### src/rtl/div_job_arbiter.sv
// Two-port front end for a shared restoring divider: round-robin job intake,
// divider sequencing with a per-job watchdog, and a tagged response channel.
module div_job_arbiter #(
    parameter int WIDTH   = 4,
    parameter int TIMEOUT = 64,
    parameter int TW      = 7
) (
    input  logic               clk,
    input  logic               rst,
    input  logic [1:0]         req_valid,
    output logic [1:0]         req_ready,
    input  logic [2*WIDTH-1:0] req_x,
    input  logic [2*WIDTH-1:0] req_y,
    output logic               div_go,
    output logic [WIDTH-1:0]   div_x,
    output logic [WIDTH-1:0]   div_y,
    input  logic               div_done,
    input  logic               div_err,
    input  logic [WIDTH-1:0]   div_q,
    input  logic [WIDTH-1:0]   div_r,
    output logic               rsp_valid,
    input  logic               rsp_ready,
    output logic               rsp_id,
    output logic [WIDTH-1:0]   rsp_q,
    output logic [WIDTH-1:0]   rsp_r,
    output logic               rsp_err,
    output logic               rsp_tmo
);
    // state | meaning
    // IDLE  | offering a grant, waiting for a job handshake
    // LOAD  | operands registered, div_go pulsed, watchdog cleared
    // WAIT  | divider busy; watchdog counting toward TIMEOUT
    // RESP  | response presented until the consumer accepts it
    typedef enum logic [1:0] {IDLE, LOAD, WAIT, RESP} state_t;

    state_t        state;
    state_t        state_nxt;
    logic          last_grant;
    logic [TW-1:0] wdog;
    logic [1:0]    grant;
    logic          accept;
    logic          acc_id;
    logic          wdog_expired;

    always_comb begin
        grant = 2'b00;
        case (req_valid)
            2'b01:   grant = 2'b01;
            2'b10:   grant = 2'b10;
            2'b11:   grant = last_grant ? 2'b01 : 2'b10;
            default: grant = 2'b00;
        endcase
    end

    // Gated by rst so a requester holding valid cannot see ready while reset is asserted.
    assign req_ready    = (state == IDLE && rst) ? grant : 2'b00;
    assign accept       = |req_ready;
    assign acc_id       = req_ready[1];
    assign wdog_expired = (wdog == TW'(TIMEOUT - 1));
    assign div_go       = (state == LOAD);
    assign rsp_valid    = (state == RESP);

    always_comb begin
        state_nxt = state;
        case (state)
            IDLE:    if (accept) state_nxt = LOAD;
            LOAD:    state_nxt = WAIT;
            WAIT:    if (div_err || div_done || wdog_expired) state_nxt = RESP;
            RESP:    if (rsp_ready) state_nxt = IDLE;
            default: state_nxt = IDLE;
        endcase
    end

    always_ff @(posedge clk or negedge rst) begin
        if (!rst) begin
            state      <= IDLE;
            last_grant <= 1'b1;
            wdog       <= '0;
            div_x      <= '0;
            div_y      <= '0;
            rsp_id     <= 1'b0;
            rsp_q      <= '0;
            rsp_r      <= '0;
            rsp_err    <= 1'b0;
            rsp_tmo    <= 1'b0;
        end else begin
            state <= state_nxt;
            case (state)
                IDLE: begin
                    if (accept) begin
                        div_x      <= acc_id ? req_x[WIDTH +: WIDTH] : req_x[0 +: WIDTH];
                        div_y      <= acc_id ? req_y[WIDTH +: WIDTH] : req_y[0 +: WIDTH];
                        rsp_id     <= acc_id;
                        last_grant <= acc_id;
                    end
                end
                LOAD: wdog <= '0;
                WAIT: begin
                    wdog <= wdog + TW'(1);
                    // Error beats done; either pulse beats the watchdog on the same cycle.
                    if (div_err) begin
                        rsp_err <= 1'b1;
                        rsp_tmo <= 1'b0;
                        rsp_q   <= '0;
                        rsp_r   <= '0;
                    end else if (div_done) begin
                        rsp_err <= 1'b0;
                        rsp_tmo <= 1'b0;
                        rsp_q   <= div_q;
                        rsp_r   <= div_r;
                    end else if (wdog_expired) begin
                        rsp_err <= 1'b1;
                        rsp_tmo <= 1'b1;
                        rsp_q   <= '0;
                        rsp_r   <= '0;
                    end
                end
                default: ;
            endcase
        end
    end
endmodule

### config.mk
export PLATFORM = sky130hd
export DESIGN_NAME = div_job_arbiter
export DESIGN_NICKNAME = d
export VERILOG_FILES = /design/src/rtl/div_job_arbiter.sv
export SDC_FILE = /design/constraint.sdc
export NUM_CORES = 1
export LEC_CHECK = 0
export ABC_AREA = 1
export BUFFER_PORTS_ARGS = -buffer_cell sky130_fd_sc_hd__clkbuf_2
export CAP_MARGIN = 30
export CELL_PAD_IN_SITES_DETAIL_PLACEMENT = 0
export CELL_PAD_IN_SITES_GLOBAL_PLACEMENT = 1
export CORE_ASPECT_RATIO = 1.1
export CORE_MARGIN = 10
export CORE_UTILIZATION = 30
export CTS_BUF_LIST = sky130_fd_sc_hd__clkbuf_4 sky130_fd_sc_hd__clkbuf_8
export CTS_CLUSTER_DIAMETER = 60
export DETAILED_ROUTE_END_ITERATION = 8
export PLACE_DENSITY_LB_ADDON = 0.05
export SETUP_SLACK_MARGIN = 0.15
export SYNTH_ARGS = -nofsm -noshare
export SYNTH_HDL_FRONTEND = slang
export SYNTH_SLANG_ARGS = --single-unit
### constraint.sdc
create_clock -name clk -period 2.2 [get_ports clk]
set_input_delay 0.11 -clock clk [delete_from_list [all_inputs] [get_ports clk]]
set_output_delay 0.11 -clock clk [all_outputs]
set_load 0.05 [all_outputs]
==> Yosys cells after proc, flatten, opt, wreduce, memory -nomap -nowiden <==
Cells that the tools add are included.
{ "op_classes": {"addsub": 1, "eq_ne": 10, "muxes": 19, "reduce_logical": 10} }
{ "ops": {"columns": ["operator", "count"], "rows": [
  ["4-bit 2-to-1 mux", 7],
  ["7-bit one-hot mux with 2 select lines", 1],
  ["2-bit 2-to-1 mux", 5],
  ["2-bit equality test, second input constant", 4],
  ["2-bit one-hot mux with 4 select lines", 1],
  ["7-bit by 1-bit adder with 7-bit output, second input constant", 1],
  ["7-bit by 6-bit equality test with 1-bit output, second input constant", 1],
  ["2-bit one-hot mux with 3 select lines", 1],
  ["2-bit by 1-bit equality test with 1-bit output, second input constant", 2],
  ["1-bit 2-to-1 mux", 4],
  ["2-bit != test, second input constant", 2],
  ["2-bit AND reduction", 2],
  ["3-bit AND reduction", 1],
  ["3-bit nonzero test", 1],
  ["2-bit logical NOT", 1],
  ["1-bit logical OR", 2],
  ["2-bit by 1-bit != test with 1-bit output, second input constant", 1],
  ["2-bit nonzero test", 1],
  ["2-bit OR reduction", 1],
  ["1-bit logical AND", 1]
]} }
{ "totals": {"register_bits": 29, "in_bits": 31, "out_inout_bits": 23} }

==> Logic depth before layout (Yosys ltp) <==
Gate-level depths: netlist of the first run.
{ "depth": {"ltp_word": 6, "mapped_depth": 9} }

==> Worst setup path before layout of the first run <==
Ideal clock, no wire load.
{ "synth_path": {"path_kind": "register to output", "startpoint": "register state[0]", "endpoint": "output port req_ready[0]", "arrival_time_ps": 1568, "t_required_ps": 2090, "slack_ps": 522, "path_stages_with_launch": 5, "path_buffers": 0, "path_cell_list": "dfrtp_1 > inv_1 > ha_1 > nand3_1 > a21oi_1"} }
{ "synth_via": {"elab_chain_cells": 3} }
{ "synth_rtl": {"columns": ["item", "line_no", "text"], "rows": [
  ["from (decl)", "36", "state_t state;"],
  ["from (signal assigned)", "87", "state <= state_nxt;"],
  ["2-bit logical NOT", "56", "assign req_ready = (state == IDLE && rst) ? grant : 2'b00;"],
  ["1-bit logical AND", "56", null],
  ["2-bit 2-to-1 mux", "56", null],
  ["to (decl)", "11", "output logic [1:0] req_ready,"]
]} }
Every way passes these cells.

==> Worst setup path after layout of the first run <==
{ "layout_path": {"startpoint": "register state[0]", "endpoint": "output port req_ready[1]"} }
Same word-level chain as after synthesis.

==> results of run 1 <==
power by group through the flow:
stage	registers, mW	logic [mW]	clock network (mW)
after floorplan	1.44	0.708	0
after global placement	0.877	1.60	0
after detailed placement	0.885	1.62	0
after CTS	0.877	1.63	0.470
after global routing	0.906	1.75	0.500
final	0.874	1.59	0.446
cell usage after synthesis:
cell / count
nand4_1: 1
o21ai_1: 9
a21oi_1: 12
nor3_1: 3
o21ai_2: 8
nand3_1: 12
inv_1: 21
nand2_2: 2
inv_2: 4
buf_6: 2
ha_1: 5
dfrtp_1: 28
nand2_4: 2
nor2_2: 1
nor2_1: 8
nand2_1: 54
or2_1: 1
buf_2: 3
dfstp_2: 1
nand3_4: 1
a21oi_2: 1
or2_2: 1
o21ai_0: 1
a31oi_1: 1
what timing repair did:
| item | 4_1_cts | 5_1_grt |
|---|---|---|
| hold buffers | 1 | 0 |
| setup buffers | 0 | 0 |
| hold endpoints to repair | 11 | 0 |
| setup endpoints to repair | 0 | 0 |
state kept, by name, indices dropped and copies added, names as in the netlist:
register,count
div_x,4
div_y,4
last_grant,1
rsp_err,1
rsp_id,1
rsp_q,4
rsp_r,4
rsp_tmo,1
state,2
wdog,7
stage by stage:
stage               total power [mW]  instances  utilization, %  hold WS (ns)  cell area, µm²
finish                         2.914        296           40.17       0.05919            1908
global route                   3.154        296           40.17       0.05428            1908
CTS                            2.974        296           40.17       0.04911            1908
detailed placement             2.508        287           38.04       0.05094            1807
global placement               2.475        287           38.04       0.03215            1807
floorplan                      2.151        182               -       -0.1856            1501
cells by family (layout without fill, tap and decap cells):
logic type / count (synthesis) / after routing
and+or+nand+nor: 86 / 86
AOI/OAI and AO/OA: 32 / 32
buffers and inverters: 30 / 88
DFF: 29 / 29
adders and majority gates: 5 / 5
area by class of cell:
| cell class | instances | area share [%] |
|---|---|---|
| clock buffer | 8 | 4.787 |
| timing repair buffer | 55 | 14.82 |
| sequential | 29 | 38.10 |
| multi-input combinational | 123 | 33.70 |
| inverter | 25 | 4.918 |
| tap | 56 | 3.672 |
metal layers:
layer	track usage (%)	vias to the layer above	wire length, µm
li1	-	695	-
met1	10.11	564	1597
met2	14.68	44	1629
met3	4.861	3	418
met4	2.793	0	30
met5	0	-	0
worst max-delay path, cell delays in order (launching register included):
cell,delay [ns]
dfrtp_1,0.41
inv_1,0.10
ha_1,0.25
nand2_1,0.09
inv_2,0.08
nand3_4,0.17
inv_2,0.08
clkbuf_2,0.27
worst paths after layout:
kind                                                to  cells after the start  slack, ns
worst max register to register     wdog[5]$_DFFE_PN0P_                      7       0.53
worst min-delay path              div_y[1]$_DFFE_PN0P_                      3       0.06
worst min register to register      rsp_id$_DFFE_PN0P_                      2       0.48
worst max-delay path                      req_ready[1]                      7       0.37
min in group asynchronous          wdog[0]$_DFFE_PN0P_                      2       0.28
max in group asynchronous       last_grant$_DFFE_PN1P_                      3       1.28
==> impl.org, run 1 <==
** Status
- The run finished with clean final reports.

** Drt
- Pre-antenna DRT Iters :: 4
- After detailed routing, the number of vias per cell comes to 4.412.
- Iteration-0 DRC Markers :: 36
- Remaining DRCs :: 0
- Wire length after detailed routing :: 3.675 mm
- The count of nets left with antenna violations once routing finished came out at 0.
- Detailed routing inserted a total of 1,306 vias.
- Drt wl/cell :: 12.42 µm

** Finish
- The repair_antennas step left the layout with diodes totalling 0.
- From synthesis to final layout, the design area changed by 27.08%.
- Summing all multi-input logic gate instances after layout gives 643.1 µm².
- The post-route netlist has 34.58% of its cells at a drive strength greater than 1.
- Commonest cells after routing, fill and taps aside :: 54 x nand2_1, 53 x clkbuf_2, 28 x dfrtp_1, 21 x inv_1
- The final layout contains 275 nets.
- Across the whole layout, storage elements account for 726.9 µm².
- Most common library cell in the layout ignoring fill and taps :: nand2_1
- After filler insertion, the fill cell instance count of the layout stands at 494.

** Floorplanning
- The floorplan step defined a core boundary enclosing 4750 µm².
- Effective utilization at floorplan :: 31.61%
- The die covers 8237 µm².
- Measured along the y axis, the die boundary spans 94.20 µm.
- Placement row count :: 26
- Die Width :: 87.45 µm
- Total I/O pin count :: 54

** Placement
- At the placement stage, the worst setup path has a slack of 0.5436 ns.
- Half-perimeter wire length of the detailed placement result :: 2.925 mm
- Input/output buffers :: 53
- Routability Congestion :: 0.7346

** Worst setup path
- The startpoint identified for the worst register-to-register timing path is state[0]$_DFFE_PN0P_.
- Startpoint-to-endpoint class of the critical path :: reg2out
- Critical Path Fanout Max :: 19
- Endpoint class of the critical path :: output port
- Startpoint class of the critical path :: flip-flop
- Required time of the critical path :: 2.09 ns
- Data arrives at the worst endpoint at 1.72 ns.
- Critical path launch point :: state[0]$_DFFE_PN0P_

** Synth
- Flip-flop and latch count after synthesis :: 29
- The biggest area contributor in the post-synthesis netlist is dfrtp_1.
- Distinct cell type count after synthesis :: 24
- Dominant combinational cell family by area after synthesis :: simple AND/OR/NAND/NOR gates
- Register area share after synthesis :: 48.42%
- Synthesis produced a netlist whose cell count is 182.
- Post-synthesis mux area share :: 0%
- Xor-xnor portion of the synthesized cell area :: 0%
- Arithmetic-cell share of the synthesized area counting full adders, half adders and majority gates :: 4.167%
- Biggest area contributors in the synthesized netlist :: dfrtp_1 47%, nand2_1 14%, inv_1 5.2%
- Post-synthesis cell area :: 1501 µm²
- Net count of the mapped netlist :: 218
- Number of warnings printed during yosys synthesis :: 0
- Of the post-synthesis cell area, the dominant cell type holds 46.67%.
- The synthesized netlist devotes 13.00% of its cell area to compound gates.
- Area share of and/or/nand/nor cells after synthesis :: 25.67%
- Average cell area after synthesis :: 8.250 µm²

** Clock tree
- In this run, CTS created clock tree buffers numbering 5.
- CTS placed an instance of clkbuf_8 at the clock tree root.
- Number of buffers on the longest clock path :: 2
- Clock-pin slew was measured on the worst setup and hold paths at 0.06 ns.
- Clock insertion delay at the later pin of the skew report :: 0.27 ns
- TritonCTS clock tree :: yes
- Count of cells resized by post-cts repair :: 0
- Sinks on the clock net :: 29
- CTS built an H-tree with a depth of 2.

** STA
- Unrepaired setup endpoints after global routing :: false
- The clock period could shrink to 1.830 ns.
- Setup violations remaining at the end of the flow were counted as 0.
- Final setup TNS :: 0 ns
- The worst path meets setup with 0.3699 ns of slack.
- Tcrit/Tclk final :: 83.19%
- Static timing analysis puts the maximum clock frequency at 546.4 MHz.
- Final-report hold violation count :: 0
- Measured against its own limit, the worst slew margin works out to 58.00%.
- Final count of pins violating max slew :: 0
- On the final layout, the worst clock skew is 0.002594 ns.
- Least-Margin Pin Slew :: 0.6277 ns

** Pwr
- Pwr Density :: 1527 nW/µm²
- The clock network burns 15.3% of the power.
- Leakage power total :: 1.078 nW
- Cell internal power was estimated by the tool at 1.399 mW.
- In this run, the combinational gates consume 54.7% of the power.
- Registers are responsible for 30.0% of the overall power.
- IR analysis of the VDD net gives a maximum drop of 0.5712 mV.
- Power spent charging and discharging nets :: 1.515 mW
- Switching Fraction :: 52.00%

** GRT
- Entering global routing, the biggest net connects 20 pins.
- The via count of the first global-routing pass is 1,375.
- The total overflow left after global routing is 0.
- The first global-routing pass estimated 6.147 mm of wire.
- The initial antenna violation count was 0.
- Global routing used 9.128% of the available tracks across all layers.

** Job
- The tool flagged a number of max-cap violations equal to 0.

** Hold path
- Worst hold path class :: in2reg
- In this run the most critical hold path is launched from req_y[5].
(Power assumes the default switching activity.)
==> run 2, diff against run 1 <==
--- a/config.mk
+++ b/config.mk
@@ -5,7 +5,7 @@
 export SDC_FILE = /design/constraint.sdc
 export NUM_CORES = 1
 export LEC_CHECK = 0
-export ABC_AREA = 1
+export ABC_AREA = 0
 export BUFFER_PORTS_ARGS = -buffer_cell sky130_fd_sc_hd__clkbuf_2
 export CAP_MARGIN = 30
 export CELL_PAD_IN_SITES_DETAIL_PLACEMENT = 0
==> constraint.sdc (replaced) <==
create_clock -name clk -period 1.47 [get_ports clk]
set_input_delay 0.0735 -clock clk [delete_from_list [all_inputs] [get_ports clk]]
set_output_delay 0.0735 -clock clk [all_outputs]
set_load 0.05 [all_outputs]
==> run 2 against run 1 <==
  * Non-clock buffer count grew 23
  * Sequential cell count is the same
  * Die area grew 4.3%
  * Clock skew grew 0.0038 ns
  * Sequential power grew 52%
  * Sequential share of layout area shrank 7.2 points
  * Global-route usage grew 2.9 points
  * Clock power grew 65%
  * The flow now finishes with violations (negative setup slack)
  * Hold slack lost 0.017 ns
  * Highest routed layer unchanged
  * Largest power group unchanged
==> impl.org, run 2 <==
** Floorplanning
- The total area inside the core boundary comes to 5067 µm².
- Die Y :: 96.24 µm
- Total I/O pin count :: 54
- After floorplanning, the core was divided into 27 placement rows.
- Die Width :: 89.31 µm
- The initial utilization of the core area, before any placement, comes to 31.28%.
- Die area :: 8595 µm²

** Job
- Max Cap Violations :: 0

** Placement
- Dpl ws :: -0.01731 ns
- The HPWL after detailed placement is 3.514 mm.
- Routability-driven placement finished with a final weighted congestion of 0.7277.
- Input/output buffers :: 53
- Summing all placed instances gives a cell area of 2002 µm².

** Pwr
- Cell-internal power :: 2.728 mW
- IR analysis of the VDD net gives a maximum drop of 1.109 mV.
- Dividing total power by cell area gives a power density of 2243 nW/µm².
- Sequential Power Share :: 25.3%
- Switching Fraction :: 48.31%
- For this design the static power due to leakage is 1.122 nW.
- Power spent charging and discharging nets :: 2.550 mW
- Proportion of power drawn by the clock network :: 13.9%
- Gate power share :: 60.8%

** GRT
- Vias in the first global route :: 1,682
- Pin count of the biggest net entering global routing :: 30
- The first global-routing pass estimated 8.066 mm of wire.
- Total track usage :: 12.04%
- Antenna violations before repair :: 0
- Global-route congestion overflow total :: 0

** Synth
- Count of flip-flops with a built-in enable after synthesis :: 0
- Summed over all instances, the cell type with the most area after synthesis is dfrtp_1.
- The synthesized design devotes to its leading area cell type 44.20% of total area.
- Yosys attributes the largest share of cell area to dfrtp_1 44%, nand2_1 7.3%, o211ai_2 7.1%.
- Leading cell type by number of instances after synthesis :: nand2_1
- Number of warnings printed during yosys synthesis :: 0
- In this run the cell area of the synthesized design comes to 1585 µm².
- Net count of the mapped netlist :: 198
- Flip-flop and latch count after synthesis :: 29
- The share of the Yosys chip area taken by registers is 45.86%.
- For this run, asynchronously set or reset flops after synthesis account for 100.0%.
- Average cell area after synthesis :: 9.786 µm²
- After synthesis, the netlist uses 42 different library cells.
- For this run, the leading register cell type out of synthesis is dfrtp_1.
- Synthesis handed over a netlist of 162 instances.
- Commonest cells in the synthesized netlist :: 31 x nand2_1, 28 x dfrtp_1, 11 x o21ai_0

** STA
- For this run, the top clock speed supported by timing is 678.8 MHz.
- Across all hold checks on the routed design, the worst slack comes to 0.04259 ns.
- The total count of max-transition violations in the final report is 0.
- Setup violations remaining at the end of the flow were counted as 1.
- Setup skew after layout :: 0.006369 ns
- Dividing the final minimum period by the clock period gives 100.2%.
- Slack of the critical path :: -0.003083 ns
- For the pin with the worst max-slew slack, the measured transition is 0.4116 ns.
- Measured against its own limit, the worst slew margin works out to 72.56%.
- The count of final hold-check violations was 0.
- Unrepaired setup endpoints after global routing :: true
- Shortest clock period the worst path allows after layout :: 1.473 ns

** Finish
- Commonest cells after routing, fill and taps aside :: 49 x clkbuf_2, 31 x nand2_1, 28 x dfrtp_1, 22 x buf_4, 10 x o21ai_1
- The number of antenna diodes in the final layout is 0.
- Most common library cell in the layout ignoring fill and taps :: clkbuf_2
- In the final design database the tool counted 278 nets.
- Once layout is complete, the utilization of the core stands at 46.44%.
- Top register by number of flip-flops :: wdog
- Post-route cell area :: 2354 µm²
- The register with the most flip-flops in the layout has 7 of them.
- From synthesis to final layout, the design area changed by 48.46%.
- Count of filler cells inserted in the layout :: 505
- Fraction of final layout cells sized beyond drive strength 1 :: 48.56%

** Hold path
- The worst hold path belongs to the class in2reg.

** Clock tree
- Clk root buf :: clkbuf_8
- The clock passes through at most 2 buffers.
- In this run the number of H-tree levels came out at 2.
- TritonCTS built the clock tree.
- The later pin in the worst-skew pair is clocked with a latency of 0.28 ns.
- Clock tree synthesis inserted a total of 5 buffers.
- Clock tree synthesis found a total of 29 sinks.
- Clock-pin slew was measured on the worst setup and hold paths at 0.07 ns.

** Drt
- Via/cell ratio :: 5.090
- Wire length after detailed routing :: 4.824 mm
- Remaining DRCs :: 0
- The first TritonRoute pass finished after 4 iterations.
- Drt wl/cell :: 16.03 µm
- Number of routed nets with antenna violations :: 0
- Iteration-0 DRC Markers :: 61
- Number of vias in the routed layout :: 1,532

** Worst setup path
- STA classifies the critical path endpoint as a flip-flop.
- In this run the worst path has a maximum fanout of 8.
- Worst EP arrival :: 1.64 ns
- Startpoint class of the critical path :: flip-flop
- On the critical path the largest part of the delay comes from flip-flops.
- Slowest Stage Delay on Critical Path :: 0.39 ns
- Required time of the critical path :: 1.64 ns
- Critical path buffer and inverter count :: 2
- Startpoint-to-endpoint class of the critical path :: reg2reg
- The slowest stage of the critical path belongs to the cell dfrtp_1.
- Walking the worst path, the cells encountered are buf_4 > buf_6 > ha_4 > and3b_1 > and3_1 > a211o_1.

** Status
- The final reports fail on negative setup slack.
- The run finished, with violations left.
==> run 2: changes by cell type after synthesis, sizes merged, moves of 3 or more <==
cell and delta:
nand2 -27, inv -17, o211ai +10, a21oi -9, a32oi +8, o21ai -7, nand2b +4, nand3 -3
nor2 -3
==> run 2: power by group through the flow <==
stage               logic, mW  registers, mW  clock network [mW]
floorplan                1.18           2.15                   0
global placement         2.64           1.33                   0
detailed placement       2.68           1.34                   0
CTS                      3.11           1.33               0.759
global route             3.48           1.39               0.795
finish                   3.21           1.33               0.734
==> run 2: per-stage QoR <==
step	power (mW)	TNS, ns	cells
finish	5.278	-0.003083	301
global route	5.666	-0.3695	301
CTS	5.201	-0.0001305	298
detailed placement	4.025	-0.02209	277
global placement	3.972	0	277
floorplan	3.336	-0.002220	162
==> run 2: worst reg2reg max path, cell delays in order (launching register included) <==
cell and delay [ns]:
dfrtp_1 0.39, buf_4 0.15, buf_6 0.11, ha_4 0.19, and3b_1 0.16, and3_1 0.14
a211o_1 0.22
==> run 2: routing by layer <==
layer / GRT usage [%] / share of wire, %
met5: 0 / 0
met4: 3.581 / 1.2
met3: 5.241 / 8.3
met2: 19.50 / 48
met1: 14.07 / 43
==> run 2: path summary, 6_finish.rpt <==
kind	startpoint	end	slack, ns	depth (start not counted)
setup / recovery	state[1]$_DFFE_PN0P_	wdog[6]$_DFFE_PN0P_	-0.003	6
hold / removal	req_x[5]	div_x[1]$_DFFE_PN0P_	0.04	3
setup reg to reg	state[1]$_DFFE_PN0P_	wdog[6]$_DFFE_PN0P_	-0.003	6
hold reg to reg	last_grant$_DFFE_PN1P_	last_grant$_DFFE_PN1P_	0.47	2
max in group asynchronous	rst	last_grant$_DFFE_PN1P_	0.68	3
min in group asynchronous	rst	rsp_id$_DFFE_PN0P_	0.47	3
==> run 2: cells by family (layout without fill, tap and decap cells) <==
family,after synthesis,in the layout,synth area share [%]
AO/OA/AOI/OAI,45,45,23.21
flip-flops,29,29,45.86
AND/OR/NAND/NOR,66,67,20.52
XOR/XNOR,1,1,0.5526
buffers and inverters,15,95,5.287
multiplexers,1,1,0.6314
adder cells (fa/ha/maj),5,5,3.946
==> run 2: repair_timing <==
| action | 4_1_cts | 5_1_grt |
|---|---|---|
| setup buffers | 11 | 3 |
| cloned | 1 | 0 |
| hold buffers | 1 | 0 |
| endpoints found under the hold margin | 28 | 0 |
| pin swaps | 13 | 11 |
| resized for setup | 25 | 16 |
| setup endpoints to repair | 30 | 32 |
==> run 2: layout make-up <==
| cell class | instances | area, µm² | share of cell area, % |
|---|---|---|---|
| Multi-Input combinational cell | 119 | 885.9 | 37.64 |
| Sequential cell | 29 | 726.9 | 30.89 |
| Timing Repair Buffer | 78 | 528.0 | 22.43 |
| Clock buffer | 7 | 96.34 | 4.094 |
| Tap cell | 58 | 72.57 | 3.083 |
| Inverter | 9 | 38.79 | 1.648 |
| Clock inverter | 1 | 5.005 | 0.2127 |
==> run 3, diff against run 2 <==
--- a/config.mk
+++ b/config.mk
@@ -11,7 +11,7 @@
 export CELL_PAD_IN_SITES_DETAIL_PLACEMENT = 0
 export CELL_PAD_IN_SITES_GLOBAL_PLACEMENT = 1
 export CORE_ASPECT_RATIO = 1.1
-export CORE_MARGIN = 10
+export CORE_MARGIN = 2
 export CORE_UTILIZATION = 30
 export CTS_BUF_LIST = sky130_fd_sc_hd__clkbuf_4 sky130_fd_sc_hd__clkbuf_8
 export CTS_CLUSTER_DIAMETER = 60
==> run 3 against run 2 <==
  * The flow still finishes with violations (negative setup slack)
  * Combinational power is 6% lower
  * Die area down 32%
  * Clock-buffer cell count did not move
  * Largest power group unchanged
  * Highest routed layer unchanged
==> impl.org, run 3 (synthesis gave the netlist of run 2 again) <==
** Worst setup path
- For the worst setup path, the data arrival time is 1.43 ns.
- Slowest Stage Delay on Critical Path :: 0.39 ns
- In this design, the largest share of critical-path delay is due to flip-flops.
- The signal on the critical path passes through inv_2 > ha_4 > and3_4 > and2_4 > buf_12.
- Required time of the critical path :: 1.40 ns
- Counting buffers and inverters, the worst setup path is 5 cells deep.
- STA classifies the critical path endpoint as an output port.
- Critical path launch point :: state[0]$_DFFE_PN0P_
- The startpoint identified for the worst register-to-register timing path is state[0]$_DFFE_PN0P_.
- Critical path buffer and inverter count :: 2
- Critical Path Fanout Max :: 7
- Measured in cells, the most critical reg-to-reg path has a length of 5.
- Startpoint class of the critical path :: flip-flop
- Startpoint-to-endpoint class of the critical path :: reg2out
- Cell type of the slowest stage on the worst timing path :: dfrtp_1

** Drt
- Number of routed nets with antenna violations :: 0
- Drt wl/cell :: 14.77 µm
- For this run, design rule violations remaining after detail routing come to 0.
- The final layout contains routed wiring with a total length of 4.357 mm.
- Summing over every cut layer, the via total after detailed routing is 1,482.
- Via/cell ratio :: 5.024
- Pre-antenna DRT Iters :: 4
- For this block, the initial DRC count from the detailed router was 104.

** Floorplanning
- From left edge to right edge, the die measures 73.31 µm.
- 54 I/O pins were placed.
- The floorplan has 27 rows.
- In this run the vertical extent of the chip is 80.24 µm.
- For this configuration, the core starts out at a cell density of 31.28%.
- Die area :: 5882 µm²
- The region available for standard cell placement spans 5067 µm².

** STA
- Tcrit/Tclk final :: 102.6%
- For the pin with the worst max-slew slack, the measured transition is 0.6815 ns.
- The clock arrives with 0.004214 ns of skew.
- Setup repair after global routing could not meet its margin everywhere.
- Measured against its own limit, the worst slew margin works out to 54.36%.
- Subtracting the final worst setup slack from the clock period gives 1.508 ns.
- The count of final hold-check violations is 0.
- Setup slack on the critical path of the routed design comes to -0.03834 ns.
- Hold is met by 0.03997 ns.
- Timing would allow up to 663.0 MHz.
- Final count of pins violating max slew :: 0
- Final setup violation count :: 2

** Status
- Failing checks :: negative setup slack
- Outcome :: finished, violations left

** Finish
- Once layout is complete, the cells apart from fillers number 295.
- In the final layout, the share of cells above drive strength 1 is 46.41%.
- Flip-flop count of the largest register, all copies and words added :: 7
- Inserted Diodes :: 0
- At the end of the flow, the number of nets in the layout was 273.
- The library cells used most frequently in the layout, excluding fill and tap cells, are 49 x clkbuf_2, 31 x nand2_1, 28 x dfrtp_1, 20 x buf_4, 10 x nand3_1.
- The library cell used most frequently in the layout, excluding fill and tap cells, is clkbuf_2.
- Compared with the post-synthesis result, the final layout area differs by 42.23%.
- Count of filler cells inserted in the layout :: 505
- Cells fill 44.49% of the core in the end.
- Top register by number of flip-flops :: wdog

** GRT
- Global routing used 20.20% of the available met1 tracks.
- Met2 Track Usage GR :: 24.14%
- Antenna violations before repair :: 0
- Entering global routing, the biggest net connects 30 pins.
- Global routing used 15.59% of the available tracks across all layers.
- Wire length of the first global-routing pass :: 6.934 mm
- The via count of the first global-routing pass was 1,444.
- Global routing finished with a remaining overflow of 0.
- Busiest grt layer :: met2
- In the global route stage, met3 resource usage came out at 5.521%.

** Pwr
- Peak ir drop on the vdd network :: 0.7901 mV
- Leakage power total :: 1.085 nW
- Pwr Density :: 2239 nW/µm²
- Final Power :: 5.049 mW

** Placement
- Dpl ws :: 0.01440 ns
- Half-perimeter wire length of the detailed placement result :: 3.080 mm
- Including well taps, the total number of placed cells is 277.
- Routability-driven placement finished with a final weighted congestion of 0.7074.
- Input/output buffers :: 53

** Clock tree
- Sinks on the clock net :: 29
- Clk root buf :: clkbuf_8
- H-tree levels :: 2
- Clock tree synthesis inserted a total of 5 buffers.
- The later pin in the worst-skew pair is clocked with a latency of 0.28 ns.
- TritonCTS built the clock tree.
- Clock-pin slew was measured on the worst setup and hold paths at 0.06 ns.
- Number of buffers on the longest clock path :: 2

** Hold path
- Along the worst hold path, the cell count comes to 3.
- In this run the worst hold path is classified as in2reg.
- The startpoint identified for the worst hold timing path is req_y[4].

** Job
- Max-cap violations in this run came to 0.
-- run 3: metal layers --
| layer | wire [µm] | vias to the layer above |
|---|---|---|
| li1 | - | 741 |
| met1 | 1932 | 694 |
| met3 | 267 | 5 |
| met4 | 51 | 0 |
| met2 | 2105 | 42 |
| met5 | 0 | - |
-- run 3: metrics by stage --
stage,setup TNS [ns],cell area (µm²)
finish,-0.06229,2255
global route,-0.5374,2255
CTS,-0.04853,2163
detailed placement,0,1987
global placement,0,1987
floorplan,-0.002220,1620
-- run 3: cell type report --
type / instances / area, µm² / share of cell area [%]
inverter: 9 / 36.28 / 1.609
multi-input combinational: 118 / 858.3 / 38.07
clock buffer: 7 / 90.09 / 3.996
sequential: 29 / 726.9 / 32.24
tap: 58 / 72.57 / 3.219
timing repair buffer: 74 / 470.5 / 20.87
-- run 3: timing repair --
action,in CTS,in global routing
setup buffers,6,4
setup endpoints to repair,29,32
hold buffers,1,0
gates resized for setup,10,20
hold endpoints to repair,28,0
pin swaps,3,4
-- run 3: path summary, 6_finish.rpt --
path	slack (ns)	end
worst max-delay path	-0.04	req_ready[1]
worst min-delay path	0.04	div_y[0]$_DFFE_PN0P_
worst max register to register	0	state[0]$_DFFE_PN0P_
worst min register to register	0.49	last_grant$_DFFE_PN1P_
max in group asynchronous	0.69	last_grant$_DFFE_PN1P_
min in group asynchronous	0.45	state[0]$_DFFE_PN0P_
-- run 3: worst min-delay path: cells and delay by family --
kind	cells	cell delay, ns
compound gates	1	0.07
simple gates	1	0.07
buf+inv	1	0.07
-- run 3: power by group --
part	leakage [nW]	internal [mW]	total, mW	switching [mW]
Clock	0.0477	0.389	0.675	0.286
Combinational	0.671	1.08	3.03	1.95
Sequential	0.366	1.12	1.34	0.221
Total	1.09	2.59	5.05	2.46
